`config.mk`:
```
export PLATFORM = sky130hd
export DESIGN_NAME = spinner_speed_ctrl
export DESIGN_NICKNAME = d
export VERILOG_FILES = /design/src/rtl/spinner_speed_ctrl.sv
export SDC_FILE = /design/constraint.sdc
export NUM_CORES = 1
export LEC_CHECK = 0
export ABC_AREA = 1
export CAP_MARGIN = 20
export CORE_ASPECT_RATIO = 1.75
export CORE_UTILIZATION = 50
export CTS_BUF_LIST = sky130_fd_sc_hd__clkbuf_8
export CTS_CLUSTER_DIAMETER = 50
export DETAILED_ROUTE_END_ITERATION = 10
export PLACE_DENSITY = 0.76
export REMOVE_ABC_BUFFERS = 1
export SLEW_MARGIN = 20
export SYNTH_ARGS = -nofsm -noshare
export SYNTH_HDL_FRONTEND = slang
export SYNTH_SLANG_ARGS = --single-unit
```
`constraint.sdc`:
```
create_clock -name clk -period 1.95 [get_ports clk]
set_input_delay 0.585 -clock clk [delete_from_list [all_inputs] [get_ports clk]]
set_output_delay 0.585 -clock clk [all_outputs]
set_load 0.01 [all_outputs]
```
`src/rtl/spinner_speed_ctrl.sv`:
```
// Button-driven speed controller for the 7-segment spinner: synchronises and debounces
// faster/slower buttons, keeps a saturating speed code and issues load commands on change.
module spinner_speed_ctrl #(
    parameter int unsigned DEBOUNCE_CYCLES = 1000,
    parameter int unsigned CNT_WIDTH       = 10,
    parameter int unsigned REPEAT_CYCLES   = 500000,
    parameter int unsigned REPEAT_WIDTH    = 20,
    parameter logic [3:0]  RESET_SPEED     = 4'd8
) (
    input  logic       clk,
    input  logic       reset,
    input  logic       btn_up,
    input  logic       btn_down,
    output logic [1:0] fn_out,
    output logic [3:0] data_out,
    output logic [3:0] speed
);
    localparam int unsigned SPEED_W = 4;
    localparam int unsigned NUM_BTN = 2;
    localparam logic [CNT_WIDTH-1:0]    DB_LAST  = CNT_WIDTH'(DEBOUNCE_CYCLES - 1);
    localparam logic [REPEAT_WIDTH-1:0] REP_LAST = REPEAT_WIDTH'(REPEAT_CYCLES - 1);
    localparam logic [SPEED_W-1:0]      SPEED_MAX = SPEED_W'(15);
    localparam logic [SPEED_W-1:0]      SPEED_MIN = SPEED_W'(0);
    localparam logic [1:0]              FN_RUN  = 2'b00;
    localparam logic [1:0]              FN_LOAD = 2'b01;

    typedef enum logic {
        ST_INIT,
        ST_IDLE
    } state_t;

    // Bit 0 is the up button, bit 1 the down button throughout.
    logic [NUM_BTN-1:0]      raw;
    logic [NUM_BTN-1:0]      meta;
    logic [NUM_BTN-1:0]      sync;
    logic [NUM_BTN-1:0]      db;
    logic [NUM_BTN-1:0]      db_prev;
    logic [NUM_BTN-1:0]      press;
    logic [NUM_BTN-1:0]      rpt_hit;
    logic [NUM_BTN-1:0]      rpt;
    logic [NUM_BTN-1:0]      step;
    logic                    both_held;
    logic [CNT_WIDTH-1:0]    db_cnt  [NUM_BTN];
    logic [REPEAT_WIDTH-1:0] rep_cnt [NUM_BTN];

    logic [SPEED_W-1:0] speed_next;
    logic               speed_changed;
    state_t             state;
    state_t             state_next;
    logic [1:0]         fn_next;
    logic [SPEED_W-1:0] data_next;

    assign raw       = {btn_down, btn_up};
    assign both_held = &db;
    assign press     = db & ~db_prev;
    assign rpt_hit   = {rep_cnt[1] == REP_LAST, rep_cnt[0] == REP_LAST};
    assign rpt       = rpt_hit & db & db_prev & ~{NUM_BTN{both_held}};
    assign step      = press | rpt;

    // Synchroniser, debounce and auto-repeat timing for both buttons.
    always_ff @(posedge clk or negedge reset) begin
        if (!reset) begin
            meta    <= '0;
            sync    <= '0;
            db      <= '0;
            db_prev <= '0;
            for (int i = 0; i < NUM_BTN; i++) begin
                db_cnt[i]  <= '0;
                rep_cnt[i] <= '0;
            end
        end else begin
            meta    <= raw;
            sync    <= meta;
            db_prev <= db;
            for (int i = 0; i < NUM_BTN; i++) begin
                if (sync[i] == db[i]) begin
                    db_cnt[i] <= '0;
                end else if (db_cnt[i] == DB_LAST) begin
                    db[i]     <= ~db[i];
                    db_cnt[i] <= '0;
                end else begin
                    db_cnt[i] <= db_cnt[i] + CNT_WIDTH'(1);
                end

                // Restart the repeat period on a fresh press, after each repeat, or while chorded.
                if (!db[i] || both_held || press[i] || rpt_hit[i]) begin
                    rep_cnt[i] <= '0;
                end else begin
                    rep_cnt[i] <= rep_cnt[i] + REPEAT_WIDTH'(1);
                end
            end
        end
    end

    always_comb begin
        speed_next = speed;
        if (step[0] && !step[1] && speed != SPEED_MAX) begin
            speed_next = speed + SPEED_W'(1);
        end else if (step[1] && !step[0] && speed != SPEED_MIN) begin
            speed_next = speed - SPEED_W'(1);
        end
    end

    assign speed_changed = (speed_next != speed);

    always_ff @(posedge clk or negedge reset) begin
        if (!reset) begin
            speed <= RESET_SPEED;
        end else begin
            speed <= speed_next;
        end
    end

    // Load FSM: one load after reset, then one load per speed change.
    always_ff @(posedge clk or negedge reset) begin
        if (!reset) begin
            state    <= ST_INIT;
            fn_out   <= FN_RUN;
            data_out <= RESET_SPEED;
        end else begin
            state    <= state_next;
            fn_out   <= fn_next;
            data_out <= data_next;
        end
    end

    always_comb begin
        state_next = state;
        fn_next    = FN_RUN;
        data_next  = data_out;
        case (state)
            ST_INIT: begin
                state_next = ST_IDLE;
                fn_next    = FN_LOAD;
                data_next  = speed_next;
            end
            ST_IDLE: begin
                if (speed_changed) begin
                    fn_next   = FN_LOAD;
                    data_next = speed_next;
                end
            end
            default: begin
                state_next = ST_INIT;
            end
        endcase
    end
endmodule

```
==> results by group <==
Status
  – Status: complete, no violations

Global route
  – M3 GR Usage: 4.87%
  – Grt met2 use: 36.9%
  – First-pass GRT wire length: 13.6 mm
  – Vias in the first global route: 3208
  – Grt met1 use: 21.4%
  – GRT Overall Usage: 20.6%
  – GRT Max-Usage Layer: met2
  – Initial antenna violation count: 0
  – Total gr overflow: 0
  – Pin count of the biggest net entering global routing: 51

Drt
  – Vias per cell: 5.39
  – Detailed Route WL: 7.76 mm
  – Total number of vias: 3187
  – Starting DRC count in detailed routing: 162
  – Drt pass-1 iters: 4
  – Routed wire per std cell: 13.1 um
  – Post-DRT Antenna Nets: 0
  – Drt drc: 0

Place
  – Placed Cells: 569
  – Final GP Congestion: 0.852
  – Placement Setup Slack: 0.0789 ns
  – # port buffers: 12
  – Dpl hpwl: 5.63 mm

Floorplanning
  – Cell Rows: 42
  – IO Count: 14
  – Initial core utilization: 52.0%
  – Total Die Area: 8290 sq um
  – Die W: 69.3 um
  – Die Y: 120 um
  – Core box area: 7620 sq um

Critical path
  – Critical path origin: speed[0]$_DFF_PN0_
  – Critical path, cell by cell: clkdlybuf4s50_1
  – Worst Path Required: 1.36 ns
  – Crit-path slowest cell: clkdlybuf4s50_1
  – CP bufs+invs: 1
  – Worst setup SP type: flip-flop
  – Worst flop-to-flop path startpoint: rep_cnt[0]$_DFF_PN0_
  – Worst path arrival time: 1.27 ns
  – Critical Path End Type: output port
  – Crit Path Category: flip-flop to output port
  – CP Max Fanout: 2
  – Critical Path Max Stage Delay: 0.54 ns
  – CP top delay family: buffers and inverters

Clock network
  – H-Tree Depth: 3
  – CTS Root Cell: clkbuf_8
  – CTS Sinks: 78
  – CTS max path bufs: 2
  – TritonCTS clock tree: yes
  – Worst-path clk slew: 0.08 ns
  – Clk Latency, worst-skew pair: 0.37 ns
  – CTS buffer count: 9

Min path
  – Worst min-delay path class: input port to asynchronous set/reset pin

Timing
  – Hold Fails Final Rpt: 0
  – RSZ-0062 raised after global routing: true
  – Post-route clock skew: 0.00901 ns
  – Achievable clock frequency: 540 MHz
  – Tcrit/Tclk final: 95.0%
  – Final Max Tran Viols: 0
  – # setup viols final: 0
  – Final Worst Setup Slack: 0.0983 ns
  – Final Critical Period: 1.85 ns

Job
  – Max-Cap Viols: 0

Yosys
  – Syn. warnings: 0
  – Synth top area share: 48.0%
  – Syn avg cell area: 8.48 sq um
  – Number of enable-type register cells in the synthesized netlist: 0
  – Largest cells by area after synthesis: dfrtp_1 48%, nand2_1 7.1%, nor2_1 6.9%
  – Post-synthesis cell area: 3960 sq um
  – Sequential area share after synthesis: 49.4%
  – Top_reg_cell synth: dfrtp_1
  – Post-synth ARST share: 100%
  – Area leader, netlist: dfrtp_1
  – Seq cells post-synth: 78
  – Mapped Cells: 467
  – Synth unique cells: 36

Pwr
  – Final Power: 2.93 mW
  – Cell Pwr Density: 645 nW/um^2
  – Peak supply drop: 0.426 mV
  – LEAKAGE: 2.01 nW

Finish
  – Syn-to-layout area delta: 14.9%
  – Ant. Diodes: 0
  – FILL cells: 652
  – Fin cells: 591
  – # nets final: 508
  – Layout cells sized above 1: 17.5%
-- flip-flops by register name, summed over array words and instances, names as in the netlist --
signal    count
fn_out        1
meta          2
rep_cnt      40
db_cnt       20
data_out      4
speed         4
db            2
db_prev       2
sync          2
state         1
-- worst paths after layout --
| kind | to | slack [ns] | cells after the start |
|---|---|---|---|
| min in group clk | sync[1]$_DFF_PN0_ | 0.36 | 0 |
| min reg2reg | sync[1]$_DFF_PN0_ | 0.36 | 0 |
| max | speed[0] | 0.1 | 1 |
| max reg2reg | rep_cnt[17]$_DFF_PN0_ | 0.11 | 10 |
| max in group asynchronous | db_cnt[0]$_DFF_PN0_ | 1.24 | 2 |
| min | rep_cnt[29]$_DFF_PN0_ | 0.13 | 1 |
-- repair_timing --
| item | CTS | global route |
|---|---|---|
| resized for setup | 2 | 19 |
| hold buffers | 0 | 0 |
| setup buffers | 2 | 4 |
| endpoints found under the setup margin | 4 | 13 |
| pin swaps | 0 | 10 |
-- synth_stat cells, types with 4 or more instances --
cell / instances
xnor2_1: 4
nand4_1: 13
nor3_1: 22
a21oi_1: 22
nor3_2: 5
nor3b_1: 5
inv_2: 8
xor2_1: 8
nand2_1: 75
nand2_2: 11
ha_1: 6
nor2_1: 73
nand3_1: 20
nor2_2: 7
dfrtp_1: 76
nand3_2: 10
nor3_4: 4
o21ai_0: 14
inv_1: 53
-- cell families after synthesis --
group                      share of synthesized area (%)
other                                              0.190
and+or+nand+nor                                     32.9
xor gates and xnor gates                            2.65
buffers and inverters                               6.48
adders and majority gates                           1.90
DFF                                                 49.4
AOI/OAI and AO/OA                                   6.57
-- per-layer routing --
layer | share of wire, % | wire [um] | vias to the layer above
met5 | 0 | 0 | -
met4 | 3.1 | 238 | 0
met3 | 3.0 | 235 | 21
met2 | 55 | 4240 | 49
met1 | 39 | 3050 | 1543
li1 | - | - | 1574
-- cells in the final DEF, fill, tap and decap left out, drive strengths merged, types with 2 or more instances in the layout --
cell type	Yosys	routed
a21oi	23	23
a31oi	3	3
buf	2	12
clkbuf	1	10
clkdlybuf4s50	0	8
clkinv	3	5
clkinvlp	0	2
conb	2	2
dfrtp	76	76
dfstp	2	2
dlygate4sd2	0	2
ha	6	6
inv	61	62
nand2	86	86
nand3	31	31
nand4	13	13
nor2	83	83
nor3	31	31
nor3b	5	5
nor4	3	3
o21a	3	3
o21ai	17	17
xnor2	4	4
xor2	8	8
-- power by group --
group / switching [mW] / leakage [nW] / internal, mW
sequential: 0.00913 / 1.06 / 1.63
clock: 0.598 / 0.0997 / 0.621
combinational: 0.0512 / 0.844 / 0.0218
total: 0.658 / 2.01 / 2.27
-- cell type report --
class | instances | area, sq um | share of cell area [%]
multi-input combinational | 322 | 1830 | 40.3
tap | 88 | 110 | 2.42
inverter | 64 | 240 | 5.28
clock inverter | 6 | 62.6 | 1.37
timing repair buffer | 23 | 213 | 4.67
sequential | 78 | 1960 | 43.0
clock buffer | 10 | 138 | 3.02
-- per-stage QoR --
step,area (sq um),hold slack [ns],util (%),setup TNS (ns)
2_1_floorplan,3940,0.289,-,0
3_3_place_gp,4220,0.336,55.4,0
3_5_place_dp,4220,0.345,55.4,0
4_1_cts,4430,0.134,58.2,0
5_1_grt,4550,0.150,59.7,-0.154
6_report,4550,0.133,59.7,0
Note: power is estimated with default switching activity, not from simulation.
